`config.mk`:
```
export PLATFORM = sky130hd
export DESIGN_NAME = pipelined_control_unit
export DESIGN_NICKNAME = d
export VERILOG_FILES = /design/src/rtl/pipelined_control_unit.sv
export SDC_FILE = /design/constraint.sdc
export NUM_CORES = 1
export LEC_CHECK = 0
export ABC_AREA = 1
export CAP_MARGIN = 20
export CORE_MARGIN = 2
export CORE_UTILIZATION = 30
export CTS_BUF_LIST = sky130_fd_sc_hd__clkbuf_4
export DETAILED_ROUTE_END_ITERATION = 8
export REMOVE_ABC_BUFFERS = 1
export SYNTH_ARGS = -nofsm -noshare
export SYNTH_HDL_FRONTEND = slang
export SYNTH_SLANG_ARGS = --single-unit
```
`constraint.sdc`:
```
create_clock -name clk -period 4.63 [get_ports clk]
set_input_delay 0.6945 -clock clk [delete_from_list [all_inputs] [get_ports clk]]
set_output_delay 0.6945 -clock clk [all_outputs]
set_load 0.03 [all_outputs]
```
`src/rtl/pipelined_control_unit.sv`:
```
// pipelined_control_unit: pipelined opcode decoder with ID/EX, EX/MEM, MEM/WB control registers,
// load-use bubble insertion, branch flush and a saturating stall counter.
// Ports: clk, rst (async, active-high); id_valid/id_opcode/id_rs/id_rt describe the ID-stage instruction;
// flush kills younger instructions when a branch resolves in MEM; id_stall holds PC and IF/ID;
// ex_*/mem_*/wb_* are the per-stage controls; stall_count counts inserted bubbles (saturating).
// Optional macro PIPE_CTRL_IMM_EN adds ADDI and J decode plus the ex_jump output.
module pipelined_control_unit #(
  parameter int OPCODE_W  = 6,
  parameter int REG_AW    = 5,
  parameter int CNT_W     = 16,
  parameter int HAZARD_EN = 1
) (
  input  logic                clk,
  input  logic                rst,
  input  logic                id_valid,
  input  logic [OPCODE_W-1:0] id_opcode,
  input  logic [REG_AW-1:0]   id_rs,
  input  logic [REG_AW-1:0]   id_rt,
  input  logic                flush,
  output logic                id_stall,
  output logic                ex_regdst,
  output logic                ex_alusrc,
  output logic [1:0]          ex_aluop,
  output logic                mem_branch,
  output logic                mem_read,
  output logic                mem_write,
  output logic                wb_memtoreg,
  output logic                wb_reg_write,
  output logic [CNT_W-1:0]    stall_count
`ifdef PIPE_CTRL_IMM_EN
  ,
  output logic                ex_jump
`endif
);
  localparam logic [OPCODE_W-1:0] OP_R    = OPCODE_W'(6'b000000);
  localparam logic [OPCODE_W-1:0] OP_LW   = OPCODE_W'(6'b100011);
  localparam logic [OPCODE_W-1:0] OP_SW   = OPCODE_W'(6'b101011);
  localparam logic [OPCODE_W-1:0] OP_BEQ  = OPCODE_W'(6'b000100);
`ifdef PIPE_CTRL_IMM_EN
  localparam logic [OPCODE_W-1:0] OP_ADDI = OPCODE_W'(6'b001000);
  localparam logic [OPCODE_W-1:0] OP_J    = OPCODE_W'(6'b000010);
`endif
  typedef struct packed {
    logic       regdst;
    logic       alusrc;
    logic       memtoreg;
    logic       branch;
    logic       reg_write;
    logic       mem_read;
    logic       mem_write;
    logic [1:0] aluop;
`ifdef PIPE_CTRL_IMM_EN
    logic       jump;
`endif
  } ctrl_t;
  ctrl_t             dec;
  ctrl_t             ex;
  logic [REG_AW-1:0] ex_rt;
  logic              mem_memtoreg;
  logic              mem_reg_write;
  logic              kill_id;
  always_comb begin
    dec = '0;
    if (id_valid) begin
      if (id_opcode == OP_R) begin
        dec.regdst    = 1'b1;
        dec.reg_write = 1'b1;
        dec.aluop     = 2'b10;
      end else if (id_opcode == OP_LW) begin
        dec.alusrc    = 1'b1;
        dec.memtoreg  = 1'b1;
        dec.reg_write = 1'b1;
        dec.mem_read  = 1'b1;
      end else if (id_opcode == OP_SW) begin
        dec.alusrc    = 1'b1;
        dec.mem_write = 1'b1;
      end else if (id_opcode == OP_BEQ) begin
        dec.branch    = 1'b1;
        dec.aluop     = 2'b01;
`ifdef PIPE_CTRL_IMM_EN
      end else if (id_opcode == OP_ADDI) begin
        dec.alusrc    = 1'b1;
        dec.reg_write = 1'b1;
      end else if (id_opcode == OP_J) begin
        dec.jump      = 1'b1;
`endif
      end
    end
  end
  // A taken branch outranks the load-use hazard: the dependent instruction is being killed anyway.
  assign id_stall = (HAZARD_EN != 0) & ex.mem_read & id_valid & ((ex_rt == id_rs) | (ex_rt == id_rt)) & ~flush;
`ifdef PIPE_CTRL_IMM_EN
  // A J in EX squashes its delay slot on the way into ID/EX.
  assign kill_id = flush | id_stall | ex.jump;
  assign ex_jump = ex.jump;
`else
  assign kill_id = flush | id_stall;
`endif
  assign ex_regdst = ex.regdst;
  assign ex_alusrc = ex.alusrc;
  assign ex_aluop  = ex.aluop;
  always_ff @(posedge clk or posedge rst) begin
    if (rst) begin
      ex            <= '0;
      ex_rt         <= '0;
      mem_branch    <= 1'b0;
      mem_read      <= 1'b0;
      mem_write     <= 1'b0;
      mem_memtoreg  <= 1'b0;
      mem_reg_write <= 1'b0;
      wb_memtoreg   <= 1'b0;
      wb_reg_write  <= 1'b0;
      stall_count   <= '0;
    end else begin
      ex            <= kill_id ? '0 : dec;
      ex_rt         <= id_rt;
      mem_branch    <= ex.branch & ~flush;
      mem_read      <= ex.mem_read & ~flush;
      mem_write     <= ex.mem_write & ~flush;
      mem_memtoreg  <= ex.memtoreg & ~flush;
      mem_reg_write <= ex.reg_write & ~flush;
      wb_memtoreg   <= mem_memtoreg;
      wb_reg_write  <= mem_reg_write;
      if (id_stall && !(&stall_count)) stall_count <= stall_count + 1'b1;
    end
  end
endmodule
```
==> results of run 1 <==
[critical path: cells and delay by family]
kind | cells | cell delay (ns)
buffers and inverters | 4 | 1.30
and+or+nand+nor | 6 | 0.50
[cells by family (layout without fill, tap and decap cells)]
| logic type | after synthesis | count (layout) |
|---|---|---|
| flops | 33 | 33 |
| simple gates | 139 | 139 |
| xor+xnor | 16 | 16 |
| compound gates | 1 | 1 |
| buf+inv | 41 | 91 |
| fa+ha+maj | 1 | 1 |
[power breakdown]
part	switching, mW	total (mW)	internal [mW]
clock network	0.0955	0.150	0.0549
registers	0.00224	0.293	0.291
logic	0.0214	0.0435	0.0221
[final timing paths]
path / from / to / slack, ns / cells after the start
setup / recovery: id_rt[3] / id_stall / 1.44 / 10
hold / removal: mem_reg_write$_DFF_PP0_ / wb_reg_write$_DFF_PP0_ / 0.36 / 0
max in group asynchronous: rst / stall_count[5]$_DFFE_PP0P_ / 3.58 / 3
setup reg to reg: stall_count[0]$_DFFE_PP0P_ / stall_count[14]$_DFFE_PP0P_ / 2.87 / 7
hold reg to reg: mem_reg_write$_DFF_PP0_ / wb_reg_write$_DFF_PP0_ / 0.36 / 0
min in group asynchronous: rst / stall_count[8]$_DFFE_PP0P_ / 0.74 / 3
[layout make-up]
cell class              instances  area (µm²)  area share
repair buffers                 46         458       0.193
clock buffers                   5        37.5      0.0159
inverters                      37         139      0.0587
clock inverters                 3        12.5     0.00529
multi-input cells             157         801       0.338
flip-flops and latches         33         826       0.349
well taps                      75        93.8      0.0396
[per-layer routing]
metal | track usage | wire length, µm | up-vias
met5 | 0 | 0 | -
met3 | 0.0330 | 212 | 6
li1 | - | - | 788
met4 | 0.0500 | 69 | 0
met2 | 0.193 | 1540 | 34
met1 | 0.153 | 1690 | 672
[state kept, by name, summed over array words and instances (netlist names)]
register,flops
ex,3
ex_aluop,2
ex_alusrc,1
ex_rt,5
mem_branch,1
mem_memtoreg,1
mem_reg_write,1
mem_write,1
stall_count,16
wb_memtoreg,1
wb_reg_write,1
[cells in the final DEF, fill, tap and decap left out, types with 2 or more instances in the layout]
cell / instances
nand2_1: 74
clkdlybuf4s50_1: 45
dfrtp_1: 33
inv_1: 32
nor2_1: 25
nand2_2: 14
nand3_1: 9
xnor2_1: 8
xor2_1: 8
inv_2: 5
nor3_1: 5
clkbuf_4: 5
nand4_1: 4
nor3_2: 3
nor2_4: 2
clkinv_1: 2
==> impl_metrics.ini, run 1 <==
[floorplan]
initial_core_util = 0.307
die_h_um = 81.6
num_rows = 28
io_pins = 46
core_area_mm2 = 0.00589
die_w_um = 81.6
floorplan.die_area_mm2 = 0.00666

[sta]
rsz0062_at_grt = false
fin_crit_ns = 3.19
finalWorstSetupSlack_ns = 1.44
tns_ns = 0
maxSlewViolCount = 0
holdWs_ns = 0.359
fin_crit_sh = 0.688
finalSetupViolCount = 0
slew_headroom = 0.666
fin_skew_ns = 0.0108
worst_pin_slew_ns = 0.499
hold_viol_final = 0
fmax_ghz = 0.314

[pwr]
p_per_area_mw_per_mm2 = 206
power_uw = 487
ir_worst_vdd_uv = 77.9
leakagePower_nw = 1.14

[yosys]
ys_seq_area_frac = 0.457
yosysWarnings = 0
synthArstFlopShare = 1.00
ys_seq_elements = 33
syn_avg_cell_area_um2 = 7.83
synth_xor_xnor_area_share = 0.0775
synthDistinctLibCells = 20
synth_area_leaders = dfrtp_1 (46%), nand2_1 (15%), inv_1 (6.6%), nor2_1 (5.2%), nand2_2 (4.8%)
yosysTopAreaCellShare = 0.457
synthAdderAreaFrac = 0.00692
syn_area_mm2 = 0.00181
ys_top_cells_by_count = nand2_1 (74), dfrtp_1 (33), inv_1 (32)
synthCells = 231
synth_top_family_by_area = simple AND/OR/NAND/NOR gates
synth_top_cell_by_area = dfrtp_1
synth_compound_area_frac = 0.00277
synth_edf_count = 0
synth_simple_gate_area_frac = 0.356
synth_mux_area_frac = 0
yosysMostFrequentCell = nand2_1
synthFlopType = dfrtp_1

[cells_and_area]
finish.instance_area_mm2 = 0.00237
finalNetCount = 301
diodes = 0
final_cells = 356
fill_cells = 622
final_layout_size_suffix_gt1_frac = 0.117
finalCoreUtilization = 0.402
synthToLayoutAreaGrowth_pct = 30.9

[grt]
grt_pass1_vias = 1408
grt_max_degree = 34
grt_usage = 0.120
grt_pass1_wl_mm = 6.12
antenna_found_initial = 0
grt-ovfl-total = 0

[clock_tree]
cts_root_buf = clkbuf_4
path_clk_slew_ns = 0.10
cts_sinks = 33
clock_path_buffers = 2
numCtsBuffers = 5
htree_levels = 2
cts_post_setup_buffers_inserted = 0
cts_tree = built
hold_buffers = 0
cts_resized = 0
clk_latency_ns = 0.33

[drt]
post-route-drc-count = 0
wire_per_inst_um = 9.88
via_per_inst = 4.21
ant_nets = 0
vias = 1500
first_iter_violations = 39
drt_first_pass_iters = 4
routed_wl_mm = 3.52

[worst_setup_path]
crit_required_ns = 3.94
start_kind = primary input
critPathArrivalTime_ns = 2.49
crit_slowest_cell = clkdlybuf4s50_1
path_cells = clkdlybuf4s50_1 > inv_1 > nand2_1 > nand2_1 > nor2_1 > nand3_1 > nand2_2 > nand3_4 > inv_1 > clkdlybuf4s50_1
critPathMaxStageDelay_ns = 0.67
end_kind = output pin
crit_fanout = 3
crit_type = primary input to output pin

[placement]
dp_hpwl_mm = 2.60
place_inst = 348
post_dp_cell_area_mm2 = 0.00232
gp_congestion = 0.792
port_buffers = 45
dp_worst_setup_slack_ns = 1.43

[outcome]
status = complete, no violations

[hold_path]
holdCritPathClass = register to register

[run]
maxCapViolations = 0
(Power assumes the default switching activity.)
==> run 2: changes to the inputs <==
- clock period: 4.63 -> 3.1 ns (I/O delays scaled with it)
==> impl_metrics.ini, run 2 (synthesized netlist as in run 1, its figures left out) <==
[clock_tree]
hold_buffers = 0
cts_root_buf = clkbuf_4
htree_levels = 2
cts_sinks = 33
numCtsBuffers = 5
cts_resized = 0
cts_tree = built
cts_post_setup_buffers_inserted = 0
path_clk_slew_ns = 0.10
clk_latency_ns = 0.33
clock_path_buffers = 2

[placement]
port_buffers = 45
dp_worst_setup_slack_ns = 0.359
post_dp_cell_area_mm2 = 0.00232
dp_hpwl_mm = 2.61
gp_congestion = 0.792

[cells_and_area]
final_common_cell = nand2_1
finish.instance_area_mm2 = 0.00237
finalNetCount = 301
mostFrequentLayoutCells = nand2_1 (74), clkdlybuf4s50_1 (45), dfrtp_1 (33), inv_1 (32), nor2_1 (25)
synthToLayoutAreaGrowth_pct = 30.9
finalCoreUtilization = 0.402
max_flop_register = stall_count
largest_reg_flops = 16
largestRegisters = stall_count (16), ex_rt (5), ex (3)
diodes = 0
final_layout_size_suffix_gt1_frac = 0.117

[grt]
grt_usage = 0.119
antenna_found_initial = 0
grt-ovfl-total = 0
grt_max_degree = 34
grt_pass1_vias = 1384
grt_pass1_wl_mm = 6.05

[worst_setup_path]
end_kind = output pin
critPathArrivalTime_ns = 2.27
r2r_start = stall_count[0]$_DFFE_PP0P_
crit_required_ns = 2.63
start_kind = primary input
crit_fanout = 3
cp-startpoint = id_rt[3]
crit_type = primary input to output pin

[sta]
tns_ns = 0
hold_viol_final = 0
rsz0062_at_grt = false
finalSetupViolCount = 0
fmax_ghz = 0.365
maxSlewViolCount = 0
fin_skew_ns = 0.0117
fin_crit_ns = 2.74
fin_crit_sh = 0.883
holdWs_ns = 0.359
worst_pin_slew_ns = 0.507
slew_headroom = 0.661
finalWorstSetupSlack_ns = 0.364

[drt]
routed_wl_mm = 3.54
first_iter_violations = 37
ant_nets = 0
drt_first_pass_iters = 4
vias = 1490
post-route-drc-count = 0
wire_per_inst_um = 9.95
via_per_inst = 4.19

[floorplan]
die_w_um = 81.6
die_h_um = 81.6
core_area_mm2 = 0.00589
floorplan.die_area_mm2 = 0.00666
io_pins = 46
initial_core_util = 0.307
num_rows = 28

[pwr]
p_sw_frac = 0.247
pwr-share-clk = 0.311
p_switching_uw = 180
seq_power_share = 0.600
p_per_area_mw_per_mm2 = 308
p_int_uw = 549
leakagePower_nw = 1.14
combPwrFrac = 0.089
ir_worst_vdd_uv = 117

[hold_path]
holdCritPathClass = register to register
hp-start = mem_reg_write$_DFF_PP0_

[run]
maxCapViolations = 0

[outcome]
status = complete, no violations
==> run 2: layer usage <==
layer,wire length (µm),track usage,share of wire,up-vias
met5,0,0,0,-
met3,234,0.0341,0.066,5
met2,1570,0.189,0.44,36
met4,65,0.0500,0.018,0
li1,-,-,-,788
met1,1670,0.151,0.47,661
==> run 2: layout make-up <==
class                           count  area [µm²]
Inverter                           37         139
Fill cell                         610        3520
Sequential cell                    33         826
Tap cell                           75        93.8
Clock buffer                        5        37.5
Multi-Input combinational cell    157         801
Timing Repair Buffer               46         458
Clock inverter                      3        12.5
==> run 2: worst max-delay path, stage by stage <==
cell	delay (ns)
clkdlybuf4s50_1	0.50
inv_1	0.05
nand2_1	0.05
nand2_1	0.05
nor2_1	0.10
nand3_1	0.09
nand2_2	0.14
nand3_4	0.09
inv_1	0.07
clkdlybuf4s50_1	0.67
==> run 2: final timing paths <==
path | endpoint | slack (ns) | cells after the start
setup / recovery | id_stall | 0.36 | 10
hold / removal | wb_reg_write$_DFF_PP0_ | 0.36 | 0
setup reg to reg | stall_count[13]$_DFFE_PP0P_ | 1.32 | 7
hold reg to reg | wb_reg_write$_DFF_PP0_ | 0.36 | 0
max in group asynchronous | stall_count[13]$_DFFE_PP0P_ | 2.28 | 3
min in group asynchronous | stall_count[8]$_DFFE_PP0P_ | 0.51 | 3
==> run 2: power groups by stage <==
stage,Clock (mW),Sequential [mW],Combinational (mW)
final,0.227,0.437,0.0650
after global routing,0.254,0.438,0.0735
after CTS,0.237,0.438,0.0668
after detailed placement,0,0.446,0.0664
after global placement,0,0.446,0.0659
after floorplan,0,0.446,0.0291
==> run 2: metrics by stage <==
step           power (mW)  std cells
2_1_floorplan       0.475        227
3_3_place_gp        0.512        348
3_5_place_dp        0.512        348
4_1_cts             0.741        356
5_1_grt             0.766        356
6_report            0.729        356
==> run 3: changes to the inputs <==
--- a/constraint.sdc
+++ b/constraint.sdc
@@ -3,2 +3,2 @@
 set_output_delay 0.465 -clock clk [all_outputs]
-set_load 0.03 [all_outputs]
+set_load 0.005 [all_outputs]
==> impl_metrics.ini, run 3 (synthesized netlist as in run 1, its figures left out) <==
[hold_path]
worst_hold_path.num_cells = 0
holdCritPathClass = register to register
holdPathEnd = wb_reg_write$_DFF_PP0_
hp-start = mem_reg_write$_DFF_PP0_

[clock_tree]
cts_resized = 0
cts_tree = built
clk_latency_ns = 0.33
cts_sinks = 33
path_clk_slew_ns = 0.10
htree_levels = 2
cts_root_buf = clkbuf_4
hold_buffers = 0
cts_post_setup_buffers_inserted = 0
clock_path_buffers = 2
numCtsBuffers = 5

[grt]
grt_pass1_wl_mm = 6.06
grt_usage = 0.120
grt-ovfl-total = 0
top_usage_layer = met2
grtUsageMet2 = 0.183
grt_max_degree = 34
use_met3 = 0.0363
antenna_found_initial = 0
grt_pass1_vias = 1360
use_met1 = 0.157

[cells_and_area]
finalNetCount = 301
largest_reg_flops = 16
mostFrequentLayoutCells = nand2_1 (74), clkdlybuf4s50_1 (45), dfrtp_1 (33), inv_1 (32), nor2_1 (25)
largestRegisters = stall_count (16), ex_rt (5), ex (3)
final_layout_size_suffix_gt1_frac = 0.117
final_common_cell = nand2_1
synthToLayoutAreaGrowth_pct = 30.9
diodes = 0
final_cells = 356
max_flop_register = stall_count

[placement]
gp_congestion = 0.792
port_buffers = 45
dp_hpwl_mm = 2.59
dp_worst_setup_slack_ns = 0.531
place_inst = 348

[floorplan]
floorplan.die_area_mm2 = 0.00666
io_pins = 46
core_area_mm2 = 0.00589
initial_core_util = 0.307
die_h_um = 81.6
num_rows = 28
die_w_um = 81.6

[drt]
routed_wl_mm = 3.50
wire_per_inst_um = 9.83
drt_first_pass_iters = 4
via_per_inst = 4.22
ant_nets = 0
vias = 1501
first_iter_violations = 49
post-route-drc-count = 0

[sta]
tns_ns = 0
maxSlewViolCount = 0
finalSetupViolCount = 0
slew_headroom = 0.675
fmax_ghz = 0.391
fin_crit_ns = 2.56
fin_crit_sh = 0.825
fin_skew_ns = 0.0122
worst_pin_slew_ns = 0.486
rsz0062_at_grt = false
finalWorstSetupSlack_ns = 0.543
holdWs_ns = 0.358
hold_viol_final = 0

[worst_setup_path]
reg2reg_depth = 7
critPathArrivalTime_ns = 2.09
r2r_start = stall_count[0]$_DFFE_PP0P_
reg2reg_slack_ns = 1.33
reg2reg_to = stall_count[12]$_DFFE_PP0P_
crit_required_ns = 2.63
crit_fanout = 3
crit_type = primary input to output pin
cp-startpoint = id_rt[1]
end_kind = output pin
start_kind = primary input

[outcome]
status = complete, no violations

[run]
maxCapViolations = 0

[pwr]
ir_worst_vdd_uv = 117
p_per_area_mw_per_mm2 = 306
leakagePower_nw = 1.14
## run 3: cell counts in the layout (fill, tap and decap cells not counted)
Identical to the previous run, type by type.
## run 3: through the flow
step	area, µm²	power (mW)	util
3_3_place_gp	2320	0.511	0.394
2_1_floorplan	1770	0.475	-
5_1_grt	2370	0.766	0.402
3_5_place_dp	2320	0.512	0.394
6_report	2370	0.725	0.402
4_1_cts	2370	0.740	0.402
## run 3: report_power, final
| group | total (mW) | leakage (nW) | switching [mW] | internal, mW |
|---|---|---|---|---|
| Combinational | 0.0644 | 0.661 | 0.0314 | 0.0330 |
| Clock | 0.223 | 0.0300 | 0.141 | 0.0819 |
| Sequential | 0.437 | 0.449 | 0.00342 | 0.434 |
| Total | 0.725 | 1.14 | 0.176 | 0.549 |
## run 3: cell type report
| class | count | area [µm²] |
|---|---|---|
| clock buffer | 5 | 37.5 |
| sequential | 33 | 826 |
| timing repair buffer | 46 | 458 |
| fill | 607 | 3520 |
| tap | 75 | 93.8 |
| multi-input combinational | 157 | 801 |
| inverter | 37 | 139 |
| clock inverter | 3 | 12.5 |
## run 3: worst max-delay path, stage by stage
cell	delay [ns]
clkdlybuf4s50_1	0.51
inv_1	0.05
nand2_1	0.05
nand2_1	0.04
nor2_1	0.10
nand3_1	0.08
nand2_2	0.13
nand3_4	0.09
inv_1	0.06
clkdlybuf4s50_1	0.50
## run 3: worst max-delay path by stage
stage / endpoint / cells past startpoint
2_1_floorplan: stall_count[10]$_DFFE_PP0P_ / 8
3_3_place_gp: id_stall / 10
3_5_place_dp: id_stall / 10
4_1_cts: id_stall / 10
5_1_grt: id_stall / 10
6_report: id_stall / 10
## run 3: layer usage
metal | part of all wire | wire length (µm)
met1 | 0.48 | 1690
met2 | 0.43 | 1520
met3 | 0.063 | 219
met4 | 0.020 | 69
met5 | 0 | 0
